===== src/rtl/plic_pkg.sv =====
// Shared constants and scan-state encoding for the PLIC claim/priority logic.
package plic_pkg;

  localparam int unsigned ID_W      = 5;
  localparam int unsigned PRIO_W    = 5;
  localparam int unsigned CONTEXTS  = 3;
  localparam int unsigned SRC_W     = 32;
  localparam int unsigned CTX_IDX_W = $clog2(CONTEXTS);

  localparam int unsigned CTX_M = 0;
  localparam int unsigned CTX_S = 1;
  localparam int unsigned CTX_U = 2;

  typedef enum logic {
    SCAN    = 1'b0,
    PUBLISH = 1'b1
  } scan_state_e;

endpackage


===== src/rtl/plic_rr_arbiter.sv =====
// Round-robin grant across N requesters; search starts just after the last granted index.
module plic_rr_arbiter #(
  parameter int unsigned N     = 3,
  parameter int unsigned IDX_W = (N > 1) ? $clog2(N) : 1
) (
  input  logic             clk,
  input  logic             rst,
  input  logic [N-1:0]     req,
  output logic [N-1:0]     gnt_c,
  output logic [IDX_W-1:0] gnt_idx_c,
  output logic             gnt_vld_c
);

  logic [IDX_W-1:0] ptr_q, ptr_d;

  always_comb begin
    gnt_c     = '0;
    gnt_idx_c = '0;
    gnt_vld_c = 1'b0;
    ptr_d     = ptr_q;
    for (int unsigned off = 0; off < N; off++) begin
      logic [IDX_W-1:0] idx;
      idx = IDX_W'((int'(ptr_q) + off) % N);
      if (!gnt_vld_c && req[idx]) begin
        gnt_vld_c  = 1'b1;
        gnt_idx_c  = idx;
        gnt_c[idx] = 1'b1;
      end
    end
    if (gnt_vld_c) begin
      ptr_d = (gnt_idx_c == IDX_W'(N - 1)) ? '0 : gnt_idx_c + IDX_W'(1);
    end
  end

  always_ff @(posedge clk or negedge rst) begin
    if (!rst) ptr_q <= '0;
    else      ptr_q <= ptr_d;
  end

endmodule


===== src/rtl/plic_claim_arbiter.sv =====
// Per-context serial priority scan, claim sequencing and completion filtering for the PLIC.
// PLIC_FAST_SCAN_EN: scan two sources per cycle instead of one.
module plic_claim_arbiter
  import plic_pkg::*;
#(
  parameter int unsigned INTERRUPTS = 8
) (
  input  logic                         clk,
  input  logic                         rst,
  input  logic [SRC_W-1:0]             pending,
  input  logic [SRC_W*PRIO_W-1:0]      prio_flat,
  input  logic [CONTEXTS*SRC_W-1:0]    enable_flat,
  input  logic [CONTEXTS*PRIO_W-1:0]   thresh_flat,
  input  logic [CONTEXTS-1:0]          claim_req,
  output logic [CONTEXTS-1:0]          claim_ack,
  output logic [ID_W-1:0]              claim_id,
  output logic                         clr_vld,
  output logic [ID_W-1:0]              clr_id,
  input  logic [CONTEXTS-1:0]          complete_req,
  input  logic [ID_W-1:0]              complete_id,
  output logic                         cmpl_vld,
  output logic [ID_W-1:0]              cmpl_id,
  output logic [CONTEXTS*ID_W-1:0]     best_id_flat,
  output logic [CONTEXTS-1:0]          eip
);

`ifdef PLIC_FAST_SCAN_EN
  localparam int unsigned STEP = 2;
`else
  localparam int unsigned STEP = 1;
`endif
  localparam logic [ID_W:0]   MAX_K  = (ID_W+1)'(INTERRUPTS);
  localparam logic [ID_W-1:0] MAX_ID = ID_W'(INTERRUPTS);

  logic [SRC_W-1:0][PRIO_W-1:0]    prio_a;
  logic [CONTEXTS-1:0][SRC_W-1:0]  en_a;
  logic [CONTEXTS-1:0][PRIO_W-1:0] thr_a;
  assign prio_a = prio_flat;
  assign en_a   = enable_flat;
  assign thr_a  = thresh_flat;

  scan_state_e                     state_q, state_d;
  logic [ID_W-1:0]                 k_q, k_d;
  logic [CONTEXTS-1:0][ID_W-1:0]   cand_id_q, cand_id_d;
  logic [CONTEXTS-1:0][PRIO_W-1:0] cand_prio_q, cand_prio_d;
  logic [CONTEXTS-1:0][ID_W-1:0]   best_q, best_d;
  logic [CONTEXTS-1:0]             eip_q, eip_d;
  logic [CONTEXTS-1:0]             claim_ack_q, claim_ack_d;
  logic [ID_W-1:0]                 claim_id_q, claim_id_d;
  logic                            clr_vld_q, clr_vld_d;
  logic [ID_W-1:0]                 clr_id_q, clr_id_d;
  logic                            cmpl_vld_q, cmpl_vld_d;
  logic [ID_W-1:0]                 cmpl_id_q, cmpl_id_d;

  logic [CONTEXTS-1:0]             gnt_c;
  logic [CTX_IDX_W-1:0]            gnt_idx_c;
  logic                            gnt_vld_c;
  logic [ID_W:0]                   kk, kn;
  logic [ID_W-1:0]                 id;
  logic [CTX_IDX_W-1:0]            cmpl_ctx;

  // A context whose ack is in flight still holds its request; keep it out of arbitration.
  plic_rr_arbiter #(.N(CONTEXTS), .IDX_W(CTX_IDX_W)) u_rr (
    .clk       (clk),
    .rst       (rst),
    .req       (claim_req & ~claim_ack_q),
    .gnt_c     (gnt_c),
    .gnt_idx_c (gnt_idx_c),
    .gnt_vld_c (gnt_vld_c)
  );

  always_comb begin
    state_d     = state_q;
    k_d         = k_q;
    cand_id_d   = cand_id_q;
    cand_prio_d = cand_prio_q;
    best_d      = best_q;
    eip_d       = eip_q;
    claim_ack_d = '0;
    claim_id_d  = '0;
    clr_vld_d   = 1'b0;
    clr_id_d    = '0;
    cmpl_vld_d  = 1'b0;
    cmpl_id_d   = '0;
    kk          = '0;
    kn          = '0;
    id          = '0;
    cmpl_ctx    = '0;

    unique case (state_q)
      SCAN: begin
        for (int unsigned s = 0; s < STEP; s++) begin
          kk = {1'b0, k_q} + (ID_W+1)'(s);
          id = kk[ID_W-1:0];
          // Skip the ID being cleared this cycle: the gateway has not dropped it yet.
          if (kk <= MAX_K && pending[id] && !(clr_vld_q && clr_id_q == id)) begin
            for (int unsigned c = 0; c < CONTEXTS; c++) begin
              if (en_a[c][id] && prio_a[id] > thr_a[c] && prio_a[id] > cand_prio_d[c]) begin
                cand_id_d[c]   = id;
                cand_prio_d[c] = prio_a[id];
              end
            end
          end
        end
        kn = {1'b0, k_q} + (ID_W+1)'(STEP);
        if (kn > MAX_K) state_d = PUBLISH;
        else            k_d     = kn[ID_W-1:0];
      end
      PUBLISH: begin
        best_d = cand_id_q;
        for (int unsigned c = 0; c < CONTEXTS; c++) eip_d[c] = (cand_id_q[c] != '0);
        cand_id_d   = '0;
        cand_prio_d = '0;
        k_d         = ID_W'(1);
        state_d     = SCAN;
      end
      default: state_d = SCAN;
    endcase

    // Claim retires the ID everywhere and restarts the scan, overriding any publish.
    if (gnt_vld_c) begin
      claim_ack_d = gnt_c;
      claim_id_d  = best_q[gnt_idx_c];
      if (best_q[gnt_idx_c] != '0) begin
        clr_vld_d = 1'b1;
        clr_id_d  = best_q[gnt_idx_c];
        for (int unsigned c = 0; c < CONTEXTS; c++) begin
          best_d[c] = (best_q[c] == best_q[gnt_idx_c]) ? '0 : best_q[c];
          eip_d[c]  = (best_d[c] != '0);
        end
        cand_id_d   = '0;
        cand_prio_d = '0;
        k_d         = ID_W'(1);
        state_d     = SCAN;
      end
    end

    for (int c = CONTEXTS - 1; c >= 0; c--) begin
      if (complete_req[c]) cmpl_ctx = CTX_IDX_W'(c);
    end
    if (complete_req != '0 && complete_id != '0 && complete_id <= MAX_ID &&
        en_a[cmpl_ctx][complete_id]) begin
      cmpl_vld_d = 1'b1;
      cmpl_id_d  = complete_id;
    end
  end

  always_ff @(posedge clk or negedge rst) begin
    if (!rst) begin
      state_q     <= SCAN;
      k_q         <= ID_W'(1);
      cand_id_q   <= '0;
      cand_prio_q <= '0;
      best_q      <= '0;
      eip_q       <= '0;
      claim_ack_q <= '0;
      claim_id_q  <= '0;
      clr_vld_q   <= 1'b0;
      clr_id_q    <= '0;
      cmpl_vld_q  <= 1'b0;
      cmpl_id_q   <= '0;
    end else begin
      state_q     <= state_d;
      k_q         <= k_d;
      cand_id_q   <= cand_id_d;
      cand_prio_q <= cand_prio_d;
      best_q      <= best_d;
      eip_q       <= eip_d;
      claim_ack_q <= claim_ack_d;
      claim_id_q  <= claim_id_d;
      clr_vld_q   <= clr_vld_d;
      clr_id_q    <= clr_id_d;
      cmpl_vld_q  <= cmpl_vld_d;
      cmpl_id_q   <= cmpl_id_d;
    end
  end

  assign claim_ack    = claim_ack_q;
  assign claim_id     = claim_id_q;
  assign clr_vld      = clr_vld_q;
  assign clr_id       = clr_id_q;
  assign cmpl_vld     = cmpl_vld_q;
  assign cmpl_id      = cmpl_id_q;
  assign best_id_flat = best_q;
  assign eip          = eip_q;

endmodule


===== config.mk =====
export PLATFORM = sky130hd
export DESIGN_NAME = plic_claim_arbiter
export DESIGN_NICKNAME = d
export VERILOG_FILES = /design/src/rtl/plic_pkg.sv /design/src/rtl/plic_rr_arbiter.sv /design/src/rtl/plic_claim_arbiter.sv
export SDC_FILE = /design/constraint.sdc
export NUM_CORES = 1
export LEC_CHECK = 0
export ABC_CLOCK_PERIOD_IN_PS = 4000
export CORE_AREA = 2 2 139 141
export DETAILED_ROUTE_END_ITERATION = 6
export DIE_AREA = 0 0 141 143
export HOLD_SLACK_MARGIN = 0.15
export PLACE_DENSITY_LB_ADDON = 0.05
export SKIP_LAST_GASP = 1
export SLEW_MARGIN = 20
export SYNTH_ARGS = -nofsm -noshare
export SYNTH_HDL_FRONTEND = slang
export SYNTH_HIERARCHICAL = 1
export SYNTH_SLANG_ARGS = --single-unit

===== constraint.sdc =====
create_clock -name clk -period 4 [get_ports clk]
set_input_delay 1 -clock clk [delete_from_list [all_inputs] [get_ports clk]]
set_output_delay 1 -clock clk [all_outputs]
set_load 0.02 [all_outputs]

==> impl_results.md, run 1 <==
* Routability Congestion at 0.8883
* Clock Tree Root: clkbuf_16
* Worst-Margin Slew at 0.7553 ns
* Max Cap Viol at 0
* Post-synth EDFFs at 0
* Buf+Inv Stages, Crit Path at 4
* R2r endpoint: cand_id_q[4]$_DFF_PN0_
* Mux contribution to synthesized area at 24.66%
* Syn avg cell area at 9.607 sq um
* Mapped Cells at 759
* Fmax at 0.2568 GHz
* Vias in the first global route at 7397
* Row cnt at 50
* WP data arrival at 4.13 ns
* Pin count of the biggest net entering global routing at 77
* Multi-input combinational cell area at 4870 sq um
* CP max stage delay at 0.54 ns
* Min Clock Period, post-route at 3.895 ns
* CP endpoint kind: flip-flop
* Clock-pin slew on the worst setup and hold paths at 0.07 ns
* Clk sinks at 76
* Crit share post-route at 97.37%
* Initial Util at 39.25%
* CORE AREA at 18580 sq um
* R2R Path Start: k_q[0]$_DFF_PN1_
* Most common cell after layout, fill and taps aside: clkdlybuf4s50_1
* Hold endpoint: best_id_flat[0]$_DFF_PN0_
* Die H at 143 microns
* Iter 0 DRT Violations at 368
* Slew Limit Fails at 0
* Antenna Nets Post-Route at 0
* Synth Register Bits at 76
* Port-buffer cells at 285
* Number of hold buffers added after cts at 0
* Worst Skew at 0.01044 ns
* P&R area growth vs syn at 53.60%
* CP Class: input pin to flip-flop
* CP cell instances: clkdlybuf4s50_1 -> mux4_2 -> o22ai_1 -> nor4_2 -> buf_4 -> ha_1 -> and3_1 -> nand3_1 -> o311ai_0 -> a211oi_1 -> buf_4 -> nand4_1 -> buf_4 -> and3_1
* Hold Path Stages at 2
* Count of final hold-check violations at 0
* Status: complete, no violations
* Clock buffer count from CTS at 9
* R2R Setup Slk at 0.23 ns
* Compound-Gate Fraction of Synth Area at 18.22%
* Share of cells above drive strength 1 at 13.67%
* Yosys Warn Count at 6
* Critical path's top delay family: buffers and inverters
* Post-Route WL at 27460 microns
* Synth cell types at 83
* Adder-cell share of the synthesized area at 6.349%
* Hold crit path type: flip-flop to flip-flop
* TNS Setup at 0 ns
* Most frequent cells in the layout: 284 x clkdlybuf4s50_1, 111 x mux2i_1, 75 x dfrtp_1, 71 x buf_4, 66 x nand2_1
* GRT overflow at 0
* Required time of the critical path at 4.24 ns
* Seq/Total Area, Yosys at 26.10%
* Cells on worst reg2reg path at 16
* Post-Syn Area at 7292 sq um
* First-pass GRT wire length at 41400 microns
* Worst skew pair latency at 0.34 ns
* Crit-path slowest cell: mux4_2
* Utilization after layout at 60.28%
* Lkg Pwr at 4.930 nW
* Vias per cell at 5.607
* Fin nets at 1438
* Gr usage total at 26.88%
* Max IR drop VDD at 0.3928 mV
* Main combinational cell family by area after synthesis: multiplexers
* Max clock buf depth at 2
* Antenna violations before repair at 6
* Number of H-tree levels at 3
* Ys flop type: dfrtp_1
* DIE AREA at 20160 sq um
* Hold Startpoint: cand_id_q[0]$_DFF_PN0_
* Crit-path max FO at 10
* TritonCTS clock tree: built
* Pre-Repair DR Iteration Count at 5
* Simple-gate share of the synthesized area at 15.36%
* CP startpoint kind: input pin
* # DRC at 0
* FILL cells at 1674
* Register Area at 1907 sq um
* WHS at 0.5100 ns
* Max_slew headroom at 49.65%
* Power per cell area at 758.6 nW/um^2
* Via count at 7441
* Post-Syn Nets at 1112
* Hpwl dp at 22300 microns
* Die Wd at 141 microns
* RSZ-0062 raised after global routing: true
* Final setup fails at 0
* Drt wl/cell at 20.70 microns
* Ports at 354
* Xor/xnor share of the synthesized area at 1.561%
* Ys async rst share at 100.0%
* CP most frequent cell: buf_4
## worst max path at each step
stage                               from  slack, ns                   endpoint  cells past startpoint
after global placement      claim_req[2]      -0.34  best_id_flat[0]$_DFF_PN0_                     13
after CTS                   claim_req[2]       0.02  best_id_flat[0]$_DFF_PN0_                     13
final                     prio_flat[142]       0.11     cand_id_q[4]$_DFF_PN0_                     14
after global routing        claim_req[2]     -0.005   cand_prio_q[6]$_DFF_PN0_                     15
after detailed placement    claim_req[2]      -0.34  best_id_flat[0]$_DFF_PN0_                     13
after floorplan             claim_req[0]       0.41  best_id_flat[8]$_DFF_PN0_                     12
## cell type report
class	instances	share of cell area, %
repair buffers	366	32.10
flip-flops and latches	76	17.02
multi-input cells	578	43.48
clock inverters	7	0.8937
diodes	3	0.06702
clock buffers	9	2.011
well taps	234	2.614
inverters	54	1.810
## through the flow
stage	setup WS, ns	power, W	instances	instance area [sq um]
global route	-0.004607	0.009146	1326	11200
finish	0.1053	0.008497	1327	11200
detailed placement	-0.3374	0.007459	1304	10740
floorplan	0.4122	0.005278	759	7292
global placement	-0.3365	0.007411	1304	10740
CTS	0.02007	0.008389	1320	11060
## routing by layer
metal,vias up,GRT usage (%),routed length (microns),share of wire (%)
li1,3519,-,-,-
met3,43,7.981,2166,7.9
met5,-,0,45,0.16
met1,3563,32.26,11350,41
met4,6,8.526,800,2.9
met2,310,46.50,13100,48
## report_power, final
group	leakage, nW	total (W)	internal, W	switching (W)
Sequential	1.02	0.00123	0.00100	0.000227
Combinational	3.76	0.00637	0.00310	0.00327
Clock	0.148	0.000895	0.000549	0.000345
## cells in the mapped netlist, types with 4 or more instances
library cell,count,area share (%)
a21o_1,7,0.72
a21oi_1,34,2.3
a221oi_1,4,0.48
a22o_1,14,1.7
a22oi_1,35,3.6
a31oi_1,5,0.43
and2_1,17,1.5
and3_1,6,0.51
buf_1,4,0.21
buf_2,10,0.69
buf_4,8,0.82
buf_6,10,1.5
clkbuf_1,14,0.72
dfrtp_1,75,26
ha_1,37,6.3
inv_1,53,2.7
mux2_2,4,0.62
mux2i_1,111,15
mux4_1,9,3.2
mux4_2,17,5.3
nand2_1,66,3.4
nand2b_1,13,1.1
nand3_1,13,0.89
nand3b_1,5,0.51
nor2_1,24,1.2
nor2b_1,14,1.2
nor3_1,14,0.96
nor3b_1,5,0.51
nor4_2,5,0.86
o2111ai_1,4,0.48
o21ai_0,19,1.3
o22ai_1,10,0.86
o31ai_1,6,0.62
xnor2_1,6,0.72
xor2_1,7,0.84
## state kept, by name (all words and copies together) (netlist names)
| signal | flops |
|---|---|
| best_id_flat | 15 |
| claim_ack | 3 |
| claim_id | 5 |
| cmpl_vld | 1 |
| clr_vld | 1 |
| u_rr/ptr_q | 2 |
| cmpl_id | 5 |
| cand_id_q | 15 |
| cand_prio_q | 15 |
| clr_id | 5 |
| k_q | 5 |
| eip | 3 |
| state_q | 1 |
## logic make-up (layout without fill, tap and decap cells)
family,Yosys count,count (layout)
and+or+nand+nor,205,205
xor gates and xnor gates,13,13
AOI/OAI and AO/OA,180,180
adders and majority gates,37,37
buffers and inverters,105,436
DFF,76,76
other,1,4
muxes,142,142
## worst reg2reg max path, cell delays in order (launching register included)
cell,delay (ns)
dfstp_4,0.66
buf_12,0.17
buf_6,0.17
mux2i_1,0.08
a22oi_1,0.22
a21oi_1,0.11
nor4_2,0.42
buf_4,0.23
ha_1,0.24
and3_1,0.20
nand3_1,0.09
o311ai_0,0.13
a211oi_1,0.27
buf_4,0.16
nand4_1,0.08
buf_4,0.22
and3_1,0.20
## what timing repair did
item / 4_1_cts / 5_1_grt
setup buffers: 0 / 1
hold endpoints to repair: 0 / 0
resized for setup: 0 / 8
endpoints found under the setup margin: 0 / 44
Note: power is estimated with default switching activity, not from simulation.
==> inputs of run 2 (changes only) <==
--- a/config.mk
+++ b/config.mk
@@ -5,7 +5,7 @@
 export SDC_FILE = /design/constraint.sdc
 export NUM_CORES = 1
 export LEC_CHECK = 0
-export ABC_CLOCK_PERIOD_IN_PS = 4000
+export ABC_CLOCK_PERIOD_IN_PS = 3700
 export CORE_AREA = 2 2 139 141
 export DETAILED_ROUTE_END_ITERATION = 6
 export DIE_AREA = 0 0 141 143
==> constraint.sdc (replaced) <==
create_clock -name clk -period 3.7 [get_ports clk]
set_input_delay 0.925 -clock clk [delete_from_list [all_inputs] [get_ports clk]]
set_output_delay 0.925 -clock clk [all_outputs]
set_load 0.02 [all_outputs]
==> impl_results.md, run 2 (synthesis results as in run 1) <==
* CORE AREA at 18580 sq um (unchanged)
* CP Launch Point: prio_flat[95]
* Clock share of power at 8.0% (-2.5 points)
* Iter 0 DRT Violations at 516 (+40%)
* Vias in the first global route at 7585 (+2.5%)
* Clock-pin slew on the worst setup and hold paths at 0.06 ns (about the same)
* Hold Startpoint: cand_id_q[4]$_DFF_PN0_
* Setup WS post-layout at -0.02584 ns (-0.1311 ns)
* Max IR drop VDD at 0.4336 mV (+10%)
* Gr usage total at 28.02% (+1.1 points)
* Most frequent cells in the layout: 270 x clkdlybuf4s50_1, 103 x mux2i_1, 86 x buf_4, 75 x dfrtp_1, 66 x nand2_1
* Via count at 7678 (+3.2%)
* R2R Path Start: k_q[0]$_DFF_PN1_
* Max Cap Viol at 0 (unchanged)
* Pin count of the biggest net entering global routing at 77 (unchanged)
* Vias per cell at 5.588 (-0.34%)
* Number of H-tree levels at 3 (unchanged)
* Required time of the critical path at 3.93 ns (-0.31 ns)
* Clock Tree Root: clkbuf_16
* Pre-Repair DR Iteration Count at 5 (unchanged)
* Drt wl/cell at 21.43 microns (+3.6%)
* Clk sinks at 76 (unchanged)
* CP startpoint kind: input pin
* Fin nets at 1486 (+3.3%)
* Most common cell after layout, fill and taps aside: clkdlybuf4s50_1
* First-pass GRT wire length at 42930 microns (+3.7%)
* Max clock buf depth at 2 (unchanged)
* CP endpoint kind: flip-flop
* Port-buffer cells at 285 (unchanged)
* Worst-Margin Slew at 0.6650 ns (-0.09029 ns)
* CP Class: input pin to flip-flop
* Ports at 354 (unchanged)
* Antenna violations before repair at 5 (-1)
* Power per cell area at 906.9 nW/um^2 (+20%)
* Overall power at 0.01122 W (+32%)
* WP data arrival at 3.95 ns (-0.18 ns)
* Failing checks: setup timing
* TNS Setup at -0.02584 ns (-0.02584 ns)
* Clock buffer count from CTS at 9 (unchanged)
* Worst Skew at 0.009301 ns (-0.001140 ns)
* Post-Route WL at 29450 microns (+7.2%)
* Max_slew headroom at 54.52% (+4.9 points)
* Die Wd at 141 microns (unchanged)
* Crit-path max FO at 5 (-5)
* Antenna Nets Post-Route at 0 (unchanged)
* Cell Int Power at 0.006308 W (+36%)
* RSZ-0062 raised after global routing: true
* Fmax at 0.2684 GHz
* FILL cells at 1498 (-11%)
* Number of hold buffers added after cts at 0 (unchanged)
* Hpwl dp at 22880 microns (+2.6%)
* Min Clock Period, post-route at 3.726 ns
* Count of final hold-check violations at 0 (unchanged)
* Initial Util at 39.25% (unchanged)
* Share of cells above drive strength 1 at 23.13% (+9.5 points)
* WHS at 0.5001 ns (-0.009880 ns)
* DIE AREA at 20160 sq um (unchanged)
* Crit share post-route at 100.7%
* Lkg Pwr at 5.440 nW (+10%)
* Status: finished with violations
* Worst skew pair latency at 0.35 ns (about the same)
* Die H at 143 microns (unchanged)
* Psw at 0.004911 W (+28%)
* Combinational power share at 80.1% (+5.1 points)
* Sw Share at 43.77% (-1.5 points)
* # DRC at 0 (unchanged)
* P&R area growth vs syn at 69.65%
* Hold crit path type: flip-flop to flip-flop
* Slew Limit Fails at 0 (unchanged)
* GRT overflow at 0 (unchanged)
* Final setup fails at 1 (+1)
* Routability Congestion at 0.9380 (+5.6%)
* TritonCTS clock tree: built
* Row cnt at 50 (unchanged)
* Sequential power share at 12.0% (-2.5 points)
## run 2: cell types whose count changed in the layout (fill, tap and decap cells not counted), moves of 6 or more
cell,before,now
buf_4,71,86
a22oi_2,1,7
buf_12,6,21
clkdlybuf4s50_1,284,270
dlymetal6s2s_1,0,11
ha_1,37,22
a22oi_1,34,28
ha_4,0,14
mux2i_1,111,103
buf_6,2,15
## run 2: cell type report
| type | instances | area [sq um] | share of cell area [%] |
|---|---|---|---|
| well taps | 234 | 292.8 | 2.367 |
| multi-input cells | 578 | 5401 | 43.66 |
| inverters | 54 | 202.7 | 1.639 |
| repair buffers | 414 | 4269 | 34.51 |
| clock buffers | 9 | 225.2 | 1.821 |
| clock inverters | 6 | 65.06 | 0.5259 |
| flip-flops and latches | 76 | 1907 | 15.41 |
| diodes | 3 | 7.507 | 0.06069 |
## run 2: metal layers
metal,routed length (microns),up-vias,global-route usage [%]
met4,1095,6,9.684
met3,2283,58,8.451
met1,11780,3678,33.87
li1,-,3604,-
met5,38,-,0
met2,14250,332,47.70
## run 2: power by group through the flow
stage               Combinational [W]  Sequential [W]  Clock [W]
CTS                           0.00744         0.00133   0.000914
global placement              0.00688         0.00134          0
global route                  0.00963         0.00137   0.000952
detailed placement            0.00696         0.00135          0
finish                        0.00898         0.00134   0.000893
floorplan                     0.00437         0.00134          0
## run 2: timing repair
item                                   CTS  global route
endpoints found under the hold margin    0             0
pin swaps                                9            52
setup endpoints to repair               47            52
buffers inserted                         4            28
gates resized for setup                 27           111
cloned                                   3             3
## run 2: critical path, cell delays in order
cell and delay, ns:
clkdlybuf4s50_1 0.45, mux2i_1 0.07, a22oi_1 0.25, a21oi_1 0.11, or4_4 0.53, buf_6 0.16
buf_4 0.14, ha_1 0.28, nand3_1 0.10, o311ai_2 0.11, a211oi_2 0.21, nand4_1 0.21
buf_6 0.22, and3_1 0.18
## run 2: path summary, 6_finish.rpt
check | end | slack, ns | depth (start not counted)
worst min register to register | best_id_flat[4]$_DFF_PN0_ | 0.50 | 2
worst max-delay path | cand_id_q[4]$_DFF_PN0_ | -0.03 | 14
max in group asynchronous | clr_id[4]$_DFF_PN0_ | 2.56 | 2
worst min-delay path | best_id_flat[4]$_DFF_PN0_ | 0.50 | 2
min in group asynchronous | cand_prio_q[3]$_DFF_PN0_ | 0.53 | 1
worst max register to register | cand_id_q[4]$_DFF_PN0_ | -0.02 | 16
## run 2: per-stage QoR
step                      setup WS (ns)  utilization, %  instances  instance area (sq um)
final                          -0.02584           66.58       1374                  12370
after CTS                    -0.0005316           61.56       1342                  11440
after global routing            -0.1527           66.57       1373                  12370
after floorplan                  0.1740               -        759                   7292
after global placement          -0.5825           58.84       1320                  10930
after detailed placement        -0.6314           58.84       1320                  10930
